--- src/rtl/io_port_arbiter_pkg.sv ---
// Shared definitions for the I/O port-B arbiter: FSM state encoding,
// requester indices and a one-hot helper.
package io_port_arbiter_pkg;

    // Transaction phases: arbitrate, drive port B, collect read data.
    typedef enum logic [1:0] {
        ST_IDLE  = 2'd0,
        ST_ISSUE = 2'd1,
        ST_WAIT  = 2'd2
    } arb_state_t;

    // Requester indices into the two-bit valid/grant vectors.
    localparam logic REQ_KBD = 1'b0;   // PS2 keyboard writer
    localparam logic REQ_VGA = 1'b1;   // VGA text reader

    // One-hot grant vector for a requester index.
    function automatic logic [1:0] onehot2(input logic idx);
        return idx ? 2'b10 : 2'b01;
    endfunction

endpackage

--- src/rtl/io_port_arbiter_rr_arbiter2.sv ---
// Two-way round-robin grant logic for the I/O port-B arbiter.
// Optional feature: IO_ARB_BURST_EN lets the previous owner keep the port
// while its burst allowance (i_burst_open) is still available.
module rr_arbiter2
    import io_port_arbiter_pkg::*;
(
    input  logic [1:0] i_valid,        // request lines, index = requester
    input  logic       i_last_grant,   // requester granted most recently
    input  logic       i_burst_open,   // previous owner is below its burst limit
    output logic [1:0] o_grant         // one-hot grant, zero when nobody asks
);

    logic w_pick;

`ifdef IO_ARB_BURST_EN
    logic w_hold;
    assign w_hold = i_burst_open & i_valid[i_last_grant];
`else
    logic w_unused_burst;
    assign w_unused_burst = i_burst_open;
`endif

    // Pick the sole requester, or on contention the one that did not go last.
    always_comb begin
        // NOTE: every output of a combinational block gets a default first so
        // no path leaves it unassigned and no latch is inferred.
        o_grant = 2'b00;
        w_pick  = ~i_last_grant;
        if (i_valid[REQ_KBD] & i_valid[REQ_VGA]) begin
`ifdef IO_ARB_BURST_EN
            if (w_hold) begin
                w_pick = i_last_grant;
            end
`endif
            o_grant = onehot2(w_pick);
        end else if (i_valid[REQ_KBD]) begin
            o_grant = onehot2(REQ_KBD);
        end else if (i_valid[REQ_VGA]) begin
            o_grant = onehot2(REQ_VGA);
        end
    end

endmodule

--- src/rtl/io_port_arbiter.sv ---
// Shares data-memory port B between the PS2 keyboard writer (req0) and the
// VGA text reader (req1). One transaction in flight: accept, drive port B for
// one cycle, capture the synchronous read data, pulse the owner's response.
// Optional feature: IO_ARB_BURST_EN (burst grants up to MAX_BURST).
module io_port_arbiter
    import io_port_arbiter_pkg::*;
#(
    parameter int ADDR_WIDTH = 16,
    parameter int DATA_WIDTH = 8,
    parameter int MAX_BURST  = 4
) (
    input  logic                  clk,
    input  logic                  rst,
    input  logic                  req0_valid,
    output logic                  req0_ready,
    input  logic [ADDR_WIDTH-1:0] req0_addr,
    input  logic                  req0_wren,
    input  logic [DATA_WIDTH-1:0] req0_wdata,
    input  logic                  req1_valid,
    output logic                  req1_ready,
    input  logic [ADDR_WIDTH-1:0] req1_addr,
    input  logic                  req1_wren,
    input  logic [DATA_WIDTH-1:0] req1_wdata,
    output logic                  rsp0_valid,
    output logic [DATA_WIDTH-1:0] rsp0_rdata,
    output logic                  rsp1_valid,
    output logic [DATA_WIDTH-1:0] rsp1_rdata,
    output logic [ADDR_WIDTH-1:0] io_addr,
    output logic                  io_wren,
    output logic [DATA_WIDTH-1:0] io_wdata,
    input  logic [DATA_WIDTH-1:0] io_rdata
);

    localparam int              CNT_W       = $clog2(MAX_BURST + 1);
    localparam logic [CNT_W-1:0] BURST_LIMIT = CNT_W'(MAX_BURST);

    arb_state_t r_state, w_state_next;

    logic [ADDR_WIDTH-1:0] r_addr;
    logic                  r_wren;
    logic [DATA_WIDTH-1:0] r_wdata;
    logic                  r_owner;
    logic                  r_last_grant;
    logic [CNT_W-1:0]      r_burst_cnt;
    logic [1:0]            r_rsp_valid;
    logic [DATA_WIDTH-1:0] r_rsp0_rdata;
    logic [DATA_WIDTH-1:0] r_rsp1_rdata;

    logic [1:0]            w_grant;
    logic                  w_grant_idx;
    logic                  w_burst_open;
    logic                  w_accept;
    logic                  w_issue;
    logic                  w_capture;

    // A burst is open only after at least one grant and below the limit.
    assign w_burst_open = (r_burst_cnt != '0) && (r_burst_cnt < BURST_LIMIT);
    assign w_grant_idx  = w_grant[REQ_VGA];

    rr_arbiter2 u_rr_arbiter2 (
        .i_valid      ({req1_valid, req0_valid}),
        .i_last_grant (r_last_grant),
        .i_burst_open (w_burst_open),
        .o_grant      (w_grant)
    );

    // State register.
    always_ff @(posedge clk or negedge rst) begin
        // NOTE: sequential state uses non-blocking assignments so every flop
        // samples pre-edge values regardless of block ordering.
        if (!rst) begin
            r_state <= ST_IDLE;
        end else begin
            r_state <= w_state_next;
        end
    end

    // Next-state and phase strobes; accepting is blocked while reset is held.
    always_comb begin
        w_state_next = r_state;
        w_accept     = 1'b0;
        w_issue      = 1'b0;
        w_capture    = 1'b0;
        case (r_state)
            ST_IDLE: begin
                if (rst && (w_grant != 2'b00)) begin
                    w_accept     = 1'b1;
                    w_state_next = ST_ISSUE;
                end
            end
            ST_ISSUE: begin
                w_issue      = 1'b1;
                w_state_next = ST_WAIT;
            end
            ST_WAIT: begin
                w_capture    = 1'b1;
                w_state_next = ST_IDLE;
            end
            default: begin
                w_state_next = ST_IDLE;
            end
        endcase
    end

    // Command latch, grant history and burst counter, updated on accept.
    always_ff @(posedge clk or negedge rst) begin
        if (!rst) begin
            r_addr       <= '0;
            r_wren       <= 1'b0;
            r_wdata      <= '0;
            r_owner      <= REQ_KBD;
            r_last_grant <= REQ_VGA;
            r_burst_cnt  <= '0;
        end else if (w_accept) begin
            r_addr       <= w_grant_idx ? req1_addr  : req0_addr;
            r_wren       <= w_grant_idx ? req1_wren  : req0_wren;
            r_wdata      <= w_grant_idx ? req1_wdata : req0_wdata;
            r_owner      <= w_grant_idx;
            r_last_grant <= w_grant_idx;
            if ((w_grant_idx == r_last_grant) && (r_burst_cnt != '0)) begin
                if (r_burst_cnt < BURST_LIMIT) begin
                    r_burst_cnt <= r_burst_cnt + 1'b1;
                end
            end else begin
                r_burst_cnt <= CNT_W'(1);
            end
        end
    end

    // Response pulse and read-data capture for the latched owner.
    always_ff @(posedge clk or negedge rst) begin
        if (!rst) begin
            r_rsp_valid  <= 2'b00;
            r_rsp0_rdata <= '0;
            r_rsp1_rdata <= '0;
        end else begin
            r_rsp_valid <= 2'b00;
            if (w_capture) begin
                r_rsp_valid <= onehot2(r_owner);
                if (!r_wren) begin
                    if (r_owner == REQ_VGA) begin
                        r_rsp1_rdata <= io_rdata;
                    end else begin
                        r_rsp0_rdata <= io_rdata;
                    end
                end
            end
        end
    end

    assign req0_ready = w_accept & w_grant[REQ_KBD];
    assign req1_ready = w_accept & w_grant[REQ_VGA];
    assign rsp0_valid = r_rsp_valid[REQ_KBD];
    assign rsp1_valid = r_rsp_valid[REQ_VGA];
    assign rsp0_rdata = r_rsp0_rdata;
    assign rsp1_rdata = r_rsp1_rdata;
    assign io_addr    = r_addr;
    assign io_wdata   = r_wdata;
    assign io_wren    = w_issue & r_wren;

endmodule

--- config.mk ---
export PLATFORM = sky130hd
export DESIGN_NAME = io_port_arbiter
export DESIGN_NICKNAME = d
export VERILOG_FILES = /design/src/rtl/io_port_arbiter_pkg.sv /design/src/rtl/io_port_arbiter_rr_arbiter2.sv /design/src/rtl/io_port_arbiter.sv
export SDC_FILE = /design/constraint.sdc
export NUM_CORES = 1
export LEC_CHECK = 0
export ABC_AREA = 1
export CAP_MARGIN = 20
export CORE_MARGIN = 8
export CORE_UTILIZATION = 37
export DETAILED_ROUTE_END_ITERATION = 8
export HOLD_SLACK_MARGIN = 0.08
export PLACE_DENSITY = 0.74
export SETUP_SLACK_MARGIN = 0.4
export SYNTH_ARGS = -nofsm -noshare
export SYNTH_HDL_FRONTEND = slang
export SYNTH_SLANG_ARGS = --single-unit
--- constraint.sdc ---
create_clock -name clk -period 1.2 [get_ports clk]
set_input_delay 0.24 -clock clk [delete_from_list [all_inputs] [get_ports clk]]
set_output_delay 0.24 -clock clk [all_outputs]
set_load 0.01 [all_outputs]
# --- Word-level counts from Yosys, hierarchy flattened ---
# Cells that the tools add are included.
classes:
  reduce_logical: 5
  n_bitwise: 6
  eq_ne: 3
  mux: 15
op_table:
  columns: ["operator", "n"]
  rows:
  - ["$mux 16", 1]
  - ["$mux 2", 7]
  - ["$mux 8", 1]
  - ["$reduce_and 3->1", 2]
  - ["$mux 1", 5]
  - ["$and 1x1->1", 4]
  - ["$pmux 2 s2", 1]
  - ["$eq 2x1->1 const B", 1]
  - ["$eq 2x2->1 const B", 1]
  - ["$logic_not 2->1", 1]
  - ["$ne 2x2->1 const B", 1]
  - ["$not 1->1", 2]
  - ["$reduce_bool 2->1", 1]
  - ["$logic_and 1x1->1", 1]
word_totals:
  register_bits: 47
  in_bits: 62
  out_inout_bits: 45
  wordCells: 38

# --- Depth between registers and ports, before layout ---
# Gate-level depths: netlist (run 1).
logic_depth:
  word_depth: 8
  ltp_mapped: 7
  mapped_depth_nobuf: 6

# --- Modules after synthesis ---
# From an unflattened synthesis (run 1), not the netlist that was laid out.
hier_totals:
  hier_cells: 313
  hier_area_um2: 2447.3
by_module_without_submodules:
  columns: ["mod", "seq_area_each_um2", "cells_each", "area_each_um2", "instances"]
  rows:
  - ["io_port_arbiter", 1252.5, 308, 2426.1, 1]
  - ["rr_arbiter2", 0.0, 5, 21.3, 1]

# --- Worst setup path after synthesis (run 1) ---
# Ideal clock, no wire load.
synth_path:
  kind: "register -> output"
  startpoint: "register r_last_grant"
  endpoint: "output port req0_ready"
  t_arrival_ns: 1.137
  n_path_buf: 1
  path_stages_with_launch: 6
  path_slack_ns: -0.177
  cell_sequence: "dfstp_2 -> nand2_2 -> nand2_4 -> buf_4 -> inv_1 -> nor3_2"
synth_between:
  elab_chain_cells: 7
synth_lines:
  columns: ["element", "line_no", "rtl"]
  rows:
  - ["from (decl)", "io_port_arbiter.sv:43", "logic r_last_grant;"]
  - ["from (signal assigned)", "io_port_arbiter.sv:119", "r_last_grant <= w_grant_idx;"]
  - ["$mux 2 (*)", "io_port_arbiter_pkg.sv:18", "return idx ? 2'b10 : 2'b01;"]
  - ["$mux 2 (*)", "io_port_arbiter_rr_arbiter2.sv:29", "if (i_valid[REQ_KBD] & i_valid[REQ_VGA]) begin"]
  - ["$reduce_bool 2->1", "io_port_arbiter.sv:86", "if (rst && (w_grant != 2'b00)) begin"]
  - ["$logic_and 1x1->1", "io_port_arbiter.sv:86", null]
  - ["$mux 1", "io_port_arbiter.sv:86", null]
  - ["$mux 1", "io_port_arbiter.sv:84", "case (r_state)"]
  - ["$and 1x1->1 (*)", "io_port_arbiter.sv:151", "assign req0_ready = w_accept & w_grant[REQ_KBD];"]
  - ["to (decl)", "io_port_arbiter.sv:15", "output logic req0_ready,"]
# Every way passes the cells marked *; elsewhere a longest branch is shown, timed or not.

# --- Worst setup path in the final report (run 1) ---
layout_path:
  startpoint: "register r_state[1]"
  endpoint: "output port req0_ready"
layout_between:
  elab_chain_cells: 3
layout_lines:
  columns: ["element", "line_no", "rtl"]
  rows:
  - ["from (decl)", "io_port_arbiter.sv:37", "arb_state_t r_state, w_state_next;"]
  - ["from (signal assigned)", "io_port_arbiter.sv:74", "r_state <= w_state_next;"]
  - ["$logic_not 2->1", "io_port_arbiter.sv:84", null]
  - ["$mux 1", "io_port_arbiter.sv:84", null]
  - ["$and 1x1->1", "io_port_arbiter.sv:151", null]
# No other way between the ends.

==> flow_summary.ini, run 1 <==
[critical_path]
path_cells = nor2_4 -> nand3_4 -> nor3_4 -> buf_2
critPathTopFamily = simple AND/OR/NAND/NOR gates
start_kind = flop
cpMaxStageDelayCell = dfrtp_1
slowest_delay_ns = 0.43
arrival_ns = 1.36
cp-end-kind = output port
cp_max_fo = 2
worstPathRequired_ns = 0.96
path_buf_inv = 1
critPathKind = reg -> out

[logic_synthesis]
synth_area_leaders = dfrtp_1 51%, nand2_1 24%, nand3_1 5.5%, o21ai_2 3.5%, buf_6 3.0%
synthAdderAreaFrac_pct = 0
yosysTopAreaCell = dfrtp_1
netlist.area_leader.share_pct = 50.9
synth_xor_area_share_pct = 0
netlist-cell-type-count = 19
synthSimpleGateAreaFrac_pct = 34.9
synth_compound_area_share_pct = 5.26
syn_area_mm2 = 0.00226
synth_mux_area_share_pct = 0
yosys_register_bits = 47
synth_cells = 281
avgSynthCellArea_um2 = 8.04
seq_area_frac_synth_pct = 52.1
synth_nets = 343
synth_top_family_by_area = simple AND/OR/NAND/NOR gates
ys_warn_count = 0

[hold_path]
min_path_type = in -> async

[run_status]
violations = negative setup slack
outcome = complete, but fails checks

[sta]
slew_viol_final = 0
worstMarginPinSlew_ns = 0.592
setup_viol = 48
fin_ws_ns = -0.400
finalHoldViolations = 0
finClkSkew_ns = 0.00381
max_freq_ghz = 0.625
tns_ns = -10.96
post-route-period-util_pct = 133
hold_slack_ns = 0.132
rsz0062_at_grt = true
min_period_ns = 1.60
slew-limit-headroom_pct = 60.5

[grt]
grt_start_max_net_pins = 48
grt_overflow = 0
grt_pass1_vias = 2552
grtUsageTotal_pct = 18.1
grt_pass1_wl_mm = 12.7
antenna_found_initial = 0

[clocking]
cts_num_sinks = 47
clockBufferDepth = 2
clkLatencyLatePin_ns = 0.29
cts-root-buf = clkbuf_8
cts_buffers = 5
htreeDepth = 2
cts_tree = yes
path_clk_slew_ns = 0.09

[cells_and_area]
nets = 506
layout_commonest_cell = nand2_1
layout.cells.non_filler = 520
layout-drive-gt1-share_pct = 40.0
final_cell_mix = 125 x nand2_1, 58 x clkdlybuf4s50_1, 46 x dfrtp_1, 39 x buf_4, 30 x buf_6
diodes = 0
syn_to_final_growth_pct = 89.7
final_cell_area_mm2 = 0.00429

[routing]
via_per_inst = 4.72
num_vias = 2454
drtIter0Drc = 90
first_pass_iters = 4
route.detailed.drc = 0
ant_nets = 0
wl_mm = 8.45
wl_per_cell_um = 16.3

[power]
leakage_nw = 2.26
ir_worst_vdd_mv = 1.06
power-per-cell-area_mw_per_mm2 = 1670

[place]
io_buffers = 106
post-place-ws_ns = -0.767
placed_cell_area_mm2 = 0.00345
dpl.hpwl_mm = 4.75
gp_congestion = 0.744
placed_cells = 465

[floorplanning]
pin_count = 107
core_mm2 = 0.00592
dieArea_mm2 = 0.00886
rows = 28
die_w_um = 94.2
die_h_um = 94.2
initial_utilization_pct = 38.2

[run]
max_cap_violations = 0
-- per-stage QoR --
| stage | total power [mW] | util, % |
|---|---|---|
| final | 7.18 | 72.4 |
| after global routing | 7.60 | 72.4 |
| after CTS | 6.56 | 66.5 |
| after detailed placement | 4.91 | 58.3 |
| after global placement | 4.86 | 58.3 |
| after floorplan | 3.47 | - |
-- logic make-up after synthesis --
kind of cell    Yosys count
flops                    47
compound gates           17
buf+inv                  30
simple gates            187
-- state kept, by name, summed over array words and instances, names as in the netlist --
register      cells
io_addr          16
io_wdata          8
r_last_grant      1
r_owner           1
r_rsp_valid       2
r_state           2
r_wren            1
rsp0_rdata        8
rsp1_rdata        8
-- area by class of cell --
| type | count | area (um2) |
|---|---|---|
| multi-input combinational | 205 | 1110 |
| timing repair buffer | 168 | 1710 |
| tap | 75 | 93.8 |
| fill | 448 | 1630 |
| clock inverter | 2 | 60.1 |
| clock buffer | 6 | 72.6 |
| sequential | 47 | 1180 |
| inverter | 17 | 66.3 |
-- layer usage --
layer | up-vias | global-route usage [%] | wire, um
met5 | - | 0 | 0
met1 | 1153 | 20.0 | 3330
met2 | 86 | 32.6 | 4400
met3 | 19 | 5.28 | 527
met4 | 0 | 5.28 | 199
li1 | 1196 | - | -
-- cells in the mapped netlist --
cell type,n
and3_2,1
nor2_1,5
buf_4,3
nand3_4,1
nand2_2,3
dfstp_2,1
inv_1,15
nand3_1,25
nor2_4,2
nor2_2,1
nand2_1,147
o21ai_2,9
buf_6,6
buf_2,4
dfrtp_1,46
nor3_2,1
nand2_4,1
o21ai_1,8
inv_2,2
-- timing repair --
item / 4_1_cts / 5_1_grt
pin swaps: 10 / 4
hold buffers: 0 / 0
buffers inserted: 21 / 16
setup endpoints to repair: 91 / 92
gates resized for setup: 241 / 39
gates cloned: 7 / 3
-- worst reg2reg max path, cell delays in order (launching register included) --
cell	delay, ns
dfrtp_1	0.43
nor2_4	0.19
nand3_4	0.10
buf_4	0.15
buf_6	0.11
buf_12	0.13
buf_16	0.15
nand2_1	0.07
nand2_1	0.06
-- final timing paths --
path / start / slack, ns / end / cells after the start
min in group clk: rst / 0.44 / r_last_grant$_DFFE_PN1P_ / 6
max in group asynchronous: rst / 0.67 / io_wdata[5]$_DFFE_PN0P_ / 2
setup reg to reg: r_state[1]$_DFFE_PN0P_ / -0.28 / io_addr[14]$_DFFE_PN0P_ / 8
hold / removal: rst / 0.13 / io_addr[13]$_DFFE_PN0P_ / 2
hold reg to reg: rsp1_rdata[6]$_DFFE_PN0P_ / 0.49 / rsp1_rdata[6]$_DFFE_PN0P_ / 2
setup / recovery: r_state[1]$_DFFE_PN0P_ / -0.40 / req0_ready / 4
-- power breakdown --
part | total [mW] | switching (mW) | internal, mW
clock network | 1.37 | 0.536 | 0.833
registers | 2.45 | 0.349 | 2.10
logic | 3.36 | 1.47 | 1.89
(Power assumes the default switching activity.)
==> inputs of run 2 (changes only) <==
--- a/config.mk
+++ b/config.mk
@@ -8,11 +8,13 @@
 export ABC_AREA = 1
 export CAP_MARGIN = 20
 export CORE_MARGIN = 8
-export CORE_UTILIZATION = 37
+export CORE_UTILIZATION = 50
 export DETAILED_ROUTE_END_ITERATION = 8
+export DONT_BUFFER_PORTS = 1
 export HOLD_SLACK_MARGIN = 0.08
-export PLACE_DENSITY = 0.74
+export PLACE_DENSITY = 0.66
 export SETUP_SLACK_MARGIN = 0.4
+export SLEW_MARGIN = 20
 export SYNTH_ARGS = -nofsm -noshare
 export SYNTH_HDL_FRONTEND = slang
 export SYNTH_SLANG_ARGS = --single-unit
==> run 2 against run 1 <==
  * The flow finishes with violations (negative hold slack, negative setup slack)
  * Cell count fell by 31%
  * Sequential share of layout area rose by 12 points
  * Clock skew rose by 0.0038 ns
  * Maximum frequency rose by 8.5%
  * Sequential power rose by 15%
  * Global-route usage fell by 1.8 points
  * Critical endpoint unchanged
==> flow_summary.ini, run 2 (synthesis gave the netlist of run 1 again) <==
[run_status]
outcome = complete, but fails checks
violations = negative hold slack, negative setup slack

[grt]
grt_start_max_net_pins = 50
grtUsageTotal_pct = 16.3
grt_overflow = 0
use_met2_pct = 24.5
grt_pass1_wl_mm = 9.33
met3_usage_pct = 7.91
grt.busiest_layer = met2
use_met1_pct = 20.1
grt_pass1_vias = 1830
antenna_found_initial = 0

[clocking]
cts-root-buf = clkbuf_8
cts_buffers = 5
clkLatencyLatePin_ns = 0.29
clockBufferDepth = 2
path_clk_slew_ns = 0.09
cts_tree = yes
cts_num_sinks = 47
htreeDepth = 2

[power]
ir_worst_vdd_mv = 0.772
leakage_nw = 1.56
power-per-cell-area_mw_per_mm2 = 1850

[sta]
slew-limit-headroom_pct = 77.3
hold_slack_ns = -0.366
finalHoldViolations = 47
min_period_ns = 1.47
slew_viol_final = 0
post-route-period-util_pct = 123
finClkSkew_ns = 0.00763
rsz0062_at_grt = true
max_freq_ghz = 0.678
worstMarginPinSlew_ns = 0.340
setup_viol = 46
fin_ws_ns = -0.274

[critical_path]
cpMostUsedCell = nand2_4
path_cells = nand2_4 -> nand2_4 -> inv_4 -> nor3_4
worstPathRequired_ns = 0.96
slowest_delay_ns = 0.57
arrival_ns = 1.23
cp_max_fo = 2
start_kind = flop
cpMaxStageDelayCell = dfstp_2
critPathKind = reg -> out
cp-end-kind = output port
r2r_cells = 8

[cells_and_area]
nets = 368
multi_input_area_mm2 = 0.00120
syn_to_final_growth_pct = 33.7
final_cell_mix = 124 x nand2_1, 40 x dfrtp_1, 21 x nand3_2, 20 x nand2_2, 16 x buf_6
layout-drive-gt1-share_pct = 39.1
largest_register_ffs = 16
diodes = 0
fillers = 345
layout_commonest_cell = nand2_1
seq_area_mm2 = 0.00118

[floorplanning]
initial_utilization_pct = 51.9
dieArea_mm2 = 0.00693
die_h_um = 83.2
core_mm2 = 0.00435
rows = 24
die_w_um = 83.2
pin_count = 107

[place]
dpl.hpwl_mm = 4.00
gp_congestion = 0.722
io_buffers = 0
post-place-ws_ns = 0.0106

[run]
max_cap_violations = 0

[routing]
ant_nets = 0
num_vias = 1859
wl_per_cell_um = 17.1
drtIter0Drc = 38
route.detailed.drc = 0
via_per_inst = 5.18
wl_mm = 6.15
first_pass_iters = 4

[hold_path]
min_path_type = in -> async
-- run 2: stage by stage --
step	setup TNS, ns	instance area, um2	power (mW)	util, %	cells
after floorplan	-0.111	2300	3.47	-	281
after global placement	0	2330	3.69	53.5	331
after detailed placement	0	2330	3.72	53.5	331
after CTS	-2.82	2650	5.28	60.8	348
after global routing	-7.82	3020	5.91	69.4	359
final	-5.27	3020	5.60	69.4	359
-- run 2: path summary, 6_finish.rpt --
kind	startpoint	endpoint	slack, ns
max	r_last_grant$_DFFE_PN1P_	req0_ready	-0.27
min	rst	io_addr[9]$_DFFE_PN0P_	-0.37
max reg2reg	r_last_grant$_DFFE_PN1P_	io_addr[10]$_DFFE_PN0P_	-0.15
min reg2reg	r_last_grant$_DFFE_PN1P_	r_last_grant$_DFFE_PN1P_	0.50
max in group asynchronous	rst	r_last_grant$_DFFE_PN1P_	1.38
min in group clk	io_rdata[6]	rsp1_rdata[6]$_DFFE_PN0P_	0.10
-- run 2: per-layer routing --
layer / routed length, um / vias up
met3: 597 / 4
met5: 0 / -
met4: 47 / 0
li1: - / 921
met2: 3000 / 66
met1: 2500 / 868
-- run 2: where the power goes --
group          total, mW  leakage, nW  switching (mW)  internal (mW)
Combinational       1.44        0.922           0.730          0.710
Sequential          2.81        0.577           0.698           2.11
Clock               1.34       0.0654           0.512          0.833
-- run 2: worst max-delay path, delay by kind of cell, from the launching register on --
kind          cells  cell delay [ns]
flops             1             0.57
simple gates      3             0.33
buf+inv           1             0.04
-- run 2: final cells by class --
class | instances | share of cell area, %
clock buffers | 6 | 2.40
clock inverters | 2 | 1.99
inverters | 17 | 2.28
multi-input cells | 206 | 39.8
flip-flops and latches | 47 | 39.2
well taps | 52 | 2.15
repair buffers | 29 | 12.2
-- run 2: timing repair --
action,CTS,global route
resized for setup,27,72
buffers inserted,5,10
cloned,4,1
pin swaps,7,32
endpoints found under the setup margin,91,91
hold endpoints to repair,47,47
